==> src/rtl/comm_pkg.sv <==
// Shared types and constants for the wireless command link.
// Frame states, command opcodes and the positive-acknowledge response byte.
package comm_pkg;

  typedef enum logic [1:0] {
    WAIT_CMD = 2'd0,
    WAIT_HI  = 2'd1,
    WAIT_LO  = 2'd2
  } frm_state_t;

  localparam logic [7:0] CMD_SET_PTCH  = 8'h02;
  localparam logic [7:0] CMD_SET_THRST = 8'h05;
  localparam logic [7:0] CMD_CALIBRATE = 8'h06;

  localparam logic [7:0] POS_ACK = 8'hA5;

endpackage

==> src/rtl/uart_xcvr.sv <==
// Bit-level 8N1 UART receiver and transmitter sharing one baud divisor.
// CMD_FRM_TIMEOUT_EN exposes rx_busy so the frame layer can time out idle gaps.
module uart_xcvr #(
  parameter int BAUD_DIV = 2604
) (
  input  logic       clk,
  input  logic       rst,
  input  logic       RX,
  output logic       TX,
  output logic       byte_vld,
  output logic [7:0] rx_byte,
  output logic       frm_err,
`ifdef CMD_FRM_TIMEOUT_EN
  output logic       rx_busy,
`endif
  input  logic       trmt,
  input  logic [7:0] tx_byte,
  output logic       tx_busy,
  output logic       tx_done
);

  localparam int CW = $clog2(BAUD_DIV);

  logic          rx_s1_q, rx_s2_q, rx_s3_q;
  logic          rx_busy_q, rx_busy_d;
  logic [CW-1:0] rx_cnt_q, rx_cnt_d;
  logic [3:0]    rx_bit_q, rx_bit_d;
  logic [7:0]    rx_shift_q, rx_shift_d;
  logic          rx_fall, rx_smp;

  logic          tx_q, tx_d;
  logic          tx_busy_q, tx_busy_d;
  logic          tx_done_q, tx_done_d;
  logic [CW-1:0] tx_cnt_q, tx_cnt_d;
  logic [3:0]    tx_bit_q, tx_bit_d;
  logic [8:0]    tx_shift_q, tx_shift_d;

  always_ff @(posedge clk) begin
    if (rst) begin
      rx_s1_q   <= 1'b1;
      rx_s2_q   <= 1'b1;
      rx_s3_q   <= 1'b1;
      rx_busy_q <= 1'b0;
      rx_cnt_q  <= '0;
      rx_bit_q  <= '0;
      tx_q      <= 1'b1;
      tx_busy_q <= 1'b0;
      tx_done_q <= 1'b0;
      tx_cnt_q  <= '0;
      tx_bit_q  <= '0;
    end else begin
      rx_s1_q   <= RX;
      rx_s2_q   <= rx_s1_q;
      rx_s3_q   <= rx_s2_q;
      rx_busy_q <= rx_busy_d;
      rx_cnt_q  <= rx_cnt_d;
      rx_bit_q  <= rx_bit_d;
      tx_q      <= tx_d;
      tx_busy_q <= tx_busy_d;
      tx_done_q <= tx_done_d;
      tx_cnt_q  <= tx_cnt_d;
      tx_bit_q  <= tx_bit_d;
    end
  end

  always_ff @(posedge clk) begin
    rx_shift_q <= rx_shift_d;
    tx_shift_q <= tx_shift_d;
  end

  // Receiver: bit 0 is the start bit, 1..8 data, 9 stop; samples land mid-cell.
  assign rx_fall = rx_s3_q & ~rx_s2_q;
  assign rx_smp  = rx_busy_q && (rx_cnt_q == '0);

  always_comb begin
    rx_busy_d  = rx_busy_q;
    rx_cnt_d   = rx_cnt_q;
    rx_bit_d   = rx_bit_q;
    rx_shift_d = rx_shift_q;
    if (!rx_busy_q) begin
      if (rx_fall) begin
        rx_busy_d = 1'b1;
        rx_cnt_d  = CW'(BAUD_DIV / 2 - 1);
        rx_bit_d  = 4'd0;
      end
    end else if (rx_cnt_q != '0) begin
      rx_cnt_d = rx_cnt_q - 1'b1;
    end else begin
      rx_cnt_d = CW'(BAUD_DIV - 1);
      rx_bit_d = rx_bit_q + 4'd1;
      if (rx_bit_q == 4'd0 && rx_s2_q) begin
        rx_busy_d = 1'b0;
      end else if (rx_bit_q == 4'd9) begin
        rx_busy_d = 1'b0;
      end else if (rx_bit_q != 4'd0) begin
        rx_shift_d = {rx_s2_q, rx_shift_q[7:1]};
      end
    end
  end

  assign byte_vld = rx_smp && (rx_bit_q == 4'd9) && rx_s2_q;
  assign frm_err  = rx_smp && (rx_bit_q == 4'd9) && !rx_s2_q;
  assign rx_byte  = rx_shift_q;
`ifdef CMD_FRM_TIMEOUT_EN
  assign rx_busy  = rx_busy_q;
`endif

  // Transmitter: the stop bit rides in the top of the shift register.
  always_comb begin
    tx_d       = tx_q;
    tx_busy_d  = tx_busy_q;
    tx_done_d  = 1'b0;
    tx_cnt_d   = tx_cnt_q;
    tx_bit_d   = tx_bit_q;
    tx_shift_d = tx_shift_q;
    if (trmt && !tx_busy_q) begin
      tx_busy_d  = 1'b1;
      tx_d       = 1'b0;
      tx_shift_d = {1'b1, tx_byte};
      tx_cnt_d   = CW'(BAUD_DIV - 1);
      tx_bit_d   = 4'd0;
    end else if (tx_busy_q) begin
      if (tx_cnt_q != '0) begin
        tx_cnt_d = tx_cnt_q - 1'b1;
      end else if (tx_bit_q == 4'd9) begin
        tx_busy_d = 1'b0;
        tx_done_d = 1'b1;
        tx_d      = 1'b1;
      end else begin
        tx_d       = tx_shift_q[0];
        tx_shift_d = {1'b1, tx_shift_q[8:1]};
        tx_bit_d   = tx_bit_q + 4'd1;
        tx_cnt_d   = CW'(BAUD_DIV - 1);
      end
    end
  end

  assign TX      = tx_q;
  assign tx_busy = tx_busy_q;
  assign tx_done = tx_done_q;

endmodule

==> src/rtl/cmd_link_slave.sv <==
// Copter-side command link: assembles 3-byte frames into cmd/data and sends 1-byte responses.
// Define CMD_FRM_TIMEOUT_EN to drop partial frames after FRM_TO_CYC idle cycles.
module cmd_link_slave
  import comm_pkg::*;
#(
  parameter int BAUD_DIV   = 2604,
  parameter int FRM_TO_CYC = 500000
) (
  input  logic        clk,
  input  logic        rst,
  input  logic        RX,
  output logic        TX,
  output logic [7:0]  cmd,
  output logic [15:0] data,
  output logic        cmd_rdy,
  input  logic        clr_cmd_rdy,
  input  logic [7:0]  resp,
  input  logic        send_resp,
  output logic        tx_busy,
  output logic        resp_sent
);

  frm_state_t  state_q, state_d;
  logic [7:0]  cmd_q, cmd_d;
  logic [15:0] data_q, data_d;
  logic        rdy_q, rdy_d;
  logic [7:0]  sh_cmd_q, sh_cmd_d;
  logic [7:0]  sh_hi_q, sh_hi_d;
  logic        byte_vld, frm_err, frm_to;
  logic [7:0]  rx_byte;

  if (FRM_TO_CYC < 1) begin : g_bad_to
    $error("FRM_TO_CYC must be positive");
  end

`ifdef CMD_FRM_TIMEOUT_EN
  localparam int TW = $clog2(FRM_TO_CYC + 1);
  logic          rx_busy;
  logic [TW-1:0] idle_q, idle_d;
`endif

  uart_xcvr #(.BAUD_DIV(BAUD_DIV)) u_xcvr (
    .clk      (clk),
    .rst      (rst),
    .RX       (RX),
    .TX       (TX),
    .byte_vld (byte_vld),
    .rx_byte  (rx_byte),
    .frm_err  (frm_err),
`ifdef CMD_FRM_TIMEOUT_EN
    .rx_busy  (rx_busy),
`endif
    .trmt     (send_resp),
    .tx_byte  (resp),
    .tx_busy  (tx_busy),
    .tx_done  (resp_sent)
  );

`ifdef CMD_FRM_TIMEOUT_EN
  // Counts only the gaps between bytes of a started frame; any start bit restarts it.
  always_comb begin
    idle_d = '0;
    frm_to = 1'b0;
    if (state_q != WAIT_CMD && !rx_busy) begin
      if (idle_q == TW'(FRM_TO_CYC - 1)) frm_to = 1'b1;
      else idle_d = idle_q + 1'b1;
    end
  end

  always_ff @(posedge clk) begin
    if (rst) idle_q <= '0;
    else     idle_q <= idle_d;
  end
`else
  assign frm_to = 1'b0;
`endif

  always_ff @(posedge clk) begin
    if (rst) state_q <= WAIT_CMD;
    else     state_q <= state_d;
  end

  always_comb begin
    state_d = state_q;
    if (frm_err || frm_to) begin
      state_d = WAIT_CMD;
    end else if (byte_vld) begin
      case (state_q)
        WAIT_CMD: state_d = WAIT_HI;
        WAIT_HI:  state_d = WAIT_LO;
        default:  state_d = WAIT_CMD;
      endcase
    end
  end

  // Shadow bytes keep cmd/data stable until the last byte lands, then all three update together.
  always_comb begin
    cmd_d    = cmd_q;
    data_d   = data_q;
    rdy_d    = rdy_q;
    sh_cmd_d = sh_cmd_q;
    sh_hi_d  = sh_hi_q;
    if (clr_cmd_rdy) rdy_d = 1'b0;
    if (byte_vld) begin
      case (state_q)
        WAIT_CMD: begin
          sh_cmd_d = rx_byte;
          rdy_d    = 1'b0;
        end
        WAIT_HI: sh_hi_d = rx_byte;
        default: begin
          cmd_d  = sh_cmd_q;
          data_d = {sh_hi_q, rx_byte};
          rdy_d  = 1'b1;
        end
      endcase
    end
  end

  always_ff @(posedge clk) begin
    if (rst) begin
      cmd_q  <= '0;
      data_q <= '0;
      rdy_q  <= 1'b0;
    end else begin
      cmd_q  <= cmd_d;
      data_q <= data_d;
      rdy_q  <= rdy_d;
    end
  end

  always_ff @(posedge clk) begin
    sh_cmd_q <= sh_cmd_d;
    sh_hi_q  <= sh_hi_d;
  end

  assign cmd     = cmd_q;
  assign data    = data_q;
  assign cmd_rdy = rdy_q;

endmodule

==> config.mk <==
export PLATFORM = sky130hd
export DESIGN_NAME = cmd_link_slave
export DESIGN_NICKNAME = d
export VERILOG_FILES = /design/src/rtl/comm_pkg.sv /design/src/rtl/uart_xcvr.sv /design/src/rtl/cmd_link_slave.sv
export SDC_FILE = /design/constraint.sdc
export NUM_CORES = 1
export LEC_CHECK = 0
export BUFFER_PORTS_ARGS = -buffer_cell sky130_fd_sc_hd__buf_2
export CORE_ASPECT_RATIO = 1.75
export CORE_MARGIN = 5
export CORE_UTILIZATION = 50
export DETAILED_ROUTE_END_ITERATION = 7
export MAX_ROUTING_LAYER = met4
export PLACE_DENSITY = 0.7
export SLEW_MARGIN = 40
export SYNTH_ARGS = -nofsm -noshare
export SYNTH_HDL_FRONTEND = slang
export SYNTH_SLANG_ARGS = --single-unit
export TNS_END_PERCENT = 5
==> constraint.sdc <==
create_clock -name clk -period 2.3 [get_ports clk]
set_input_delay 0.69 -clock clk [delete_from_list [all_inputs] [get_ports clk]]
set_output_delay 0.69 -clock clk [all_outputs]
set_load 0.005 [all_outputs]
== After elaboration in Yosys (flattened, before gate mapping) ==
Index checks and enable logic that the tools add are counted.

* Shift-type cells: 0
* Div/mod/pow operators: 0
* Bitwise gates (word level): 9
* Add/subtract/negate cells: 4
* Multiplexer cells: 32
* Multipliers: 0
* $lt $le $gt $ge: 0
* Eq/ne operators: 8
* Reductions and logical operators: 30

{| class="wikitable"
|+ Operator list
! operator !! number
|-
| 12-bit two-way mux || 7
|-
| 8-bit two-way mux || 4
|-
| 12-bit nonzero test || 2
|-
| 12-bit by 1-bit subtractor with 12-bit output, second input constant || 2
|-
| 1-bit two-way mux || 16
|-
| 2-bit AND reduction || 7
|-
| 12-bit logical NOT || 1
|-
| 4-bit two-way mux || 3
|-
| 4-bit by 1-bit adder with 4-bit output, second input constant || 2
|-
| 4-bit equality test, second input constant || 2
|-
| 1-bit inverter || 8
|-
| 1-bit logical AND || 6
|-
| 2-bit by 1-bit != test with 1-bit output, second input constant || 3
|-
| 3-bit AND reduction || 2
|-
| 2-bit OR reduction || 3
|-
| 5-bit AND reduction || 1
|-
| 4-bit logical NOT || 1
|-
| 2-bit case mux with 2 select lines || 1
|-
| 2-bit nonzero test || 2
|-
| 4-bit nonzero test || 1
|-
| 4-bit OR reduction || 1
|-
| 3-bit by 1-bit != test with 1-bit output, second input constant || 1
|-
| 2-bit by 1-bit equality test with 1-bit output, second input constant || 1
|-
| 1-bit logical NOT || 2
|-
| other kinds (4) || 4
|}

* Input port bits: 13
* Bits in latches: 0
* Flip-flop bits (word level): 98
* Memories kept: 0
* Output and inout port bits: 28
* Bits in read-only memories: 0
* Memory bits (writable): 0

== Logic depth before layout (Yosys ltp) ==
* Depth after elaboration: 5
* Depth in mapped cells: 8
* Mapped depth without buffers: 6

== Cells and area by module ==
A second synthesis with hierarchy kept.

* Cells, all modules: 417
* Area, all modules: 4,119.0 µm²

{| class="wikitable"
|+ Modules (own cells, without submodules)
! module !! sequential area each (µm²) !! cells an instance !! instances !! area an instance (µm²)
|-
| uart_xcvr || 1,261.2 || 282 || 1 || 2,626.3
|-
| cmd_link_slave || 1,021.0 || 135 || 1 || 1,492.7
|}

== Least setup slack after synthesis ==
OpenSTA, ideal clock, no wires.

* Kind: register to register
* From: register u_xcvr.rx_cnt_q[0]
* To: register sh_hi_q[0] (enable)
* Stages on the path, launching flop included: 8
* Setup slack: 0.198 ns
* Setup time: 0.370 ns
* Arrival: 1.732 ns
* Required time: 1.930 ns
* Path buffers: 1
* Period minus slack after synthesis: 2.102 ns
* Cells stage by stage: dfxtp_1 inv_1 ha_1 nor3b_2 and4_1 clkbuf_1 nand3_1 nor2_1

* Cells in the longest elaborated chain, start to end: 5

{| class="wikitable"
|+ Ends and longest elaborated chain
! what !! RTL line !! text
|-
| start: declaration || uart_xcvr.sv:26 || <nowiki>logic [CW-1:0] rx_cnt_q, rx_cnt_d;</nowiki>
|-
| start signal: assignment || uart_xcvr.sv:56 || <nowiki>rx_cnt_q <= rx_cnt_d;</nowiki>
|-
| 12-bit logical NOT || uart_xcvr.sv:73 || <nowiki>assign rx_smp = rx_busy_q && (rx_cnt_q == '0);</nowiki>
|-
| 1-bit logical AND || uart_xcvr.sv:73 ||
|-
| 1-bit logical AND (2 in series) || uart_xcvr.sv:101 || <nowiki>assign byte_vld = rx_smp && (rx_bit_q == 4'd9) && rx_s2_q;</nowiki>
|-
| 2-bit AND reduction (no source line) || - ||
|-
| end signal: assignment || cmd_link_slave.sv:134 || <nowiki>sh_hi_q <= sh_hi_d;</nowiki>
|-
| end: declaration || cmd_link_slave.sv:28 || <nowiki>logic [7:0] sh_hi_q, sh_hi_d;</nowiki>
|}

No other way between the ends.
A chain may end at the register's enable or synchronous reset.

== Final worst setup path ==
* From: register u_xcvr.tx_cnt_q[0]
* To: register u_xcvr.tx_cnt_q[6]

* Cells in the longest elaborated chain, start to end: 3
* Elaborated cells on any way between the ends: 5
* Classes of those cells: add/sub (1); eq/ne (1); mux (1); reduce/logical (2)

{| class="wikitable"
|+ Ends and longest elaborated chain
! what !! RTL line !! text
|-
| start: declaration || uart_xcvr.sv:34 || <nowiki>logic [CW-1:0] tx_cnt_q, tx_cnt_d;</nowiki>
|-
| start signal: assignment || uart_xcvr.sv:61 || <nowiki>tx_cnt_q <= tx_cnt_d;</nowiki>
|-
| parallel branches: the longest is 3 deep, another holds 12-bit by 1-bit subtractor with 12-bit output || - ||
|}

Parallel ways; which one is timed is not known.

==> metrics.md <==
| Metric | Value |
|---|---|
| Largest fanout on the critical path | 12 |
| R2r worst-path depth | 6 |
| FF-to-FF End | u_xcvr.tx_cnt_q[6]$_SDFFE_PP0P_ |
| Crit path largest cell delay | 0.53 ns |
| Post-DRT Antenna Nets | 0 |
| Area delta synth->final | 15.4% |
| Postcts setup bufs | 0 |
| Global routing's busiest layer | met2 |
| Reg clk slew, reported paths | 0.06 ns |
| All-Layer GR Usage | 18.8% |
| N_diodes | 0 |
| Startpoint type of the worst setup path | flip-flop |
| Setup TNS | 0 ns |
| Crit-path cells | inv_1, ha_1, nor4b_1, and4_1, or4b_1, a21oi_1 |
| Initial Util | 51.0% |
| First-pass GRT wire length | 15.3 mm |
| WHS Path Cells | 1 |
| GR Overflow Total | 0 |
| Final period util | 86.3% |
| RSZ-0062 raised after global routing | false |
| Commonest cells in the synthesized netlist | 66 x dfxtp_1, 49 x a21oi_1, 33 x o21ai_0 |
| Met3 usage | 3.90% |
| WS Path Type | flip-flop to flip-flop |
| Critical Path AT | 2.26 ns |
| Max cap viols | 0 |
| Starting DRT DRC Count | 152 |
| CP max-delay cell | or4b_1 |
| PD cells | 789 mW/mm^2 |
| Average wire per standard cell | 16.0 um |
| Yosys top cell by area | dfxtp_1 |
| Most frequent cell after synthesis | dfxtp_1 |
| Post-synth EDFFs | 32 |
| Unique cell type count in the Yosys netlist | 59 |
| Dpl cell area | 0.00458 sq mm |
| Post-synth ARST share | 0% |
| Net count after synthesis | 447 |
| Worst EP required | 2.57 ns |
| Met1 usage in global routing | 20.4% |
| Hold path start | u_xcvr.rx_s1_q$_SDFF_PP1_ |
| TritonRoute pass-1 iters | 4 |
| Post-Syn Area | 0.00424 sq mm |
| Vias | 3346 |
| Count of input and output buffers | 40 |
| Worst skew pair latency | 0.34 ns |
| I/O pin count | 41 |
| Seq cells post-synth | 98 |
| Final instance area | 0.00489 sq mm |
| CTS Buf Count | 9 |
| Crit path to | u_xcvr.tx_cnt_q[6]$_SDFFE_PP0P_ |
| Nets | 486 |
| Initial antenna violation count | 0 |
| DR DRC count | 0 |
| Max Clock Freq | 504 MHz |
| CTS root buf | clkbuf_16 |
| Fillers | 714 |
| Final Slew Violations | 0 |
| TritonCTS clock tree | yes |
| Chip height | 132 um |
| Clock Skew | 0.00614 ns |
| Slew HR | 49.8% |
| Area contributors post-synth | dfxtp_1 31%, edfxtp_1 23%, a21oi_1 5.8% |
| Full die area | 0.0105 sq mm |
| HPWL after DPL | 6.63 mm |
| Bufs on Longest Clock Path | 2 |
| Die Wd | 79.6 um |
| HP Class | flip-flop to flip-flop |
| # rows | 44 |
| Post-Syn Area per Cell | 9.98 sq um |
| Outcome | finished clean |
| Seq/Total Area, Yosys | 53.8% |
| DRT Wirelength | 9.36 mm |
| Via-to-Cell Ratio | 5.73 |
| Clk sinks | 98 |
| Largest net degree at the start of global routing | 31 |
| Post-CTS resize count | 0 |
| Critical Path Sink Type | flip-flop |
| Placer Congestion | 0.809 |
| Main synth FF type | dfxtp_1 |
| Mapped Cells | 425 |
| Yosys top cell area share | 31.2% |
| Finish-stage setup viols | 0 |
| R2R Setup Slk | 0.31 ns |
| Vias in the first global route | 3199 |
| Tmin final | 1.99 ns |
| CP startpoint | u_xcvr.tx_cnt_q[0]$_SDFFE_PP0P_ |
| Hold buffer count at CTS | 0 |
| P_leak | 1.78 nW |
| Worst-Margin Slew | 0.751 ns |
| H-tree levels | 3 |
| Peak VDD IR | 0.639 mV |
| Yosys warning total | 0 |
| Met2 Usage GRT | 32.8% |
| Core Footprint | 0.00831 sq mm |
| Worst R2R Start | u_xcvr.tx_cnt_q[0]$_SDFFE_PP0P_ |
| Share of layout cells above drive strength 1 | 19.4% |
| Hold Vio Cnt, Final | 0 |
[cells by family after synthesis]
kind of cell               share of synthesized area, %
and+or+nand+nor                                    18.7
AOI/OAI and AO/OA                                  18.3
DFF                                                53.8
buffers and inverters                              4.22
adders and majority gates                          2.66
muxes                                              2.10
xor gates and xnor gates                          0.207
[flip-flops by register name, summed over array words and instances, names as in the netlist, 2 cells and up]
signal / cells
cmd: 8
u_xcvr.tx_bit_q: 4
sh_cmd_q: 8
u_xcvr.tx_shift_q: 8
u_xcvr.rx_byte: 8
u_xcvr.rx_cnt_q: 12
data: 16
u_xcvr.rx_bit_q: 4
sh_hi_q: 8
state_q: 2
u_xcvr.tx_cnt_q: 12
[worst min path at each step]
stage                                end  slack (ns)
6_report       u_xcvr.rx_s2_q$_SDFF_PP1_        0.41
3_3_place_gp   u_xcvr.rx_s2_q$_SDFF_PP1_        0.40
2_1_floorplan  u_xcvr.rx_s2_q$_SDFF_PP1_        0.39
5_1_grt        u_xcvr.rx_s2_q$_SDFF_PP1_        0.43
4_1_cts        u_xcvr.rx_s2_q$_SDFF_PP1_        0.41
3_5_place_dp   u_xcvr.rx_s2_q$_SDFF_PP1_        0.40
[per-layer routing]
metal,vias to the layer above,wire (um)
met1,1592,3750
met3,19,328
met2,65,5070
met4,0,204
met5,-,0
li1,1670,-
[power breakdown]
part | switching (mW) | leakage (nW) | internal [mW]
logic | 0.220 | 0.802 | 0.165
registers | 0.0722 | 0.827 | 1.84
clock network | 0.614 | 0.152 | 0.952
[layout by cell type, fill, tap and decap left out, drive strengths merged, types with 7 or more instances in the layout]
| cell | instances |
|---|---|
| or3 | 9 |
| nand3 | 32 |
| nor4 | 8 |
| nand2 | 19 |
| nor2 | 22 |
| o31ai | 7 |
| a21oi | 49 |
| ha | 9 |
| inv | 18 |
| buf | 55 |
| edfxtp | 32 |
| dfxtp | 66 |
| o21ai | 36 |
| clkbuf | 11 |
| mux2 | 7 |
[metrics by stage]
step / instances / hold WS [ns] / power [mW] / utilization (%) / worst slack (ns)
2_1_floorplan: 425 / 0.389 / 2.22 / - / 0.198
4_1_cts: 584 / 0.415 / 3.89 / 58.9 / 0.326
5_1_grt: 584 / 0.433 / 4.00 / 58.9 / 0.190
6_report: 584 / 0.415 / 3.86 / 58.9 / 0.314
3_3_place_gp: 568 / 0.398 / 2.32 / 55.1 / 0.415
3_5_place_dp: 568 / 0.400 / 2.33 / 55.1 / 0.349
[critical path, delay by kind of cell, from the launching register on]
kind	cells	cell delay, ns
simple gates	3	1.02
flops	1	0.38
fa+ha+maj	1	0.26
compound gates	1	0.16
buf+inv	1	0.10
[final cells by class]
cell class                      instances  area, sq um  area share (%)
Clock buffer                           11          233            4.76
Clock inverter                          5         77.6            1.59
Inverter                               17         63.8            1.30
Multi-Input combinational cell        283         1780            36.4
Sequential cell                        98         2280            46.6
Tap cell                              115          144            2.94
Timing Repair Buffer                   55          313            6.39
No activity file was read; power rests on OpenSTA's default activity.
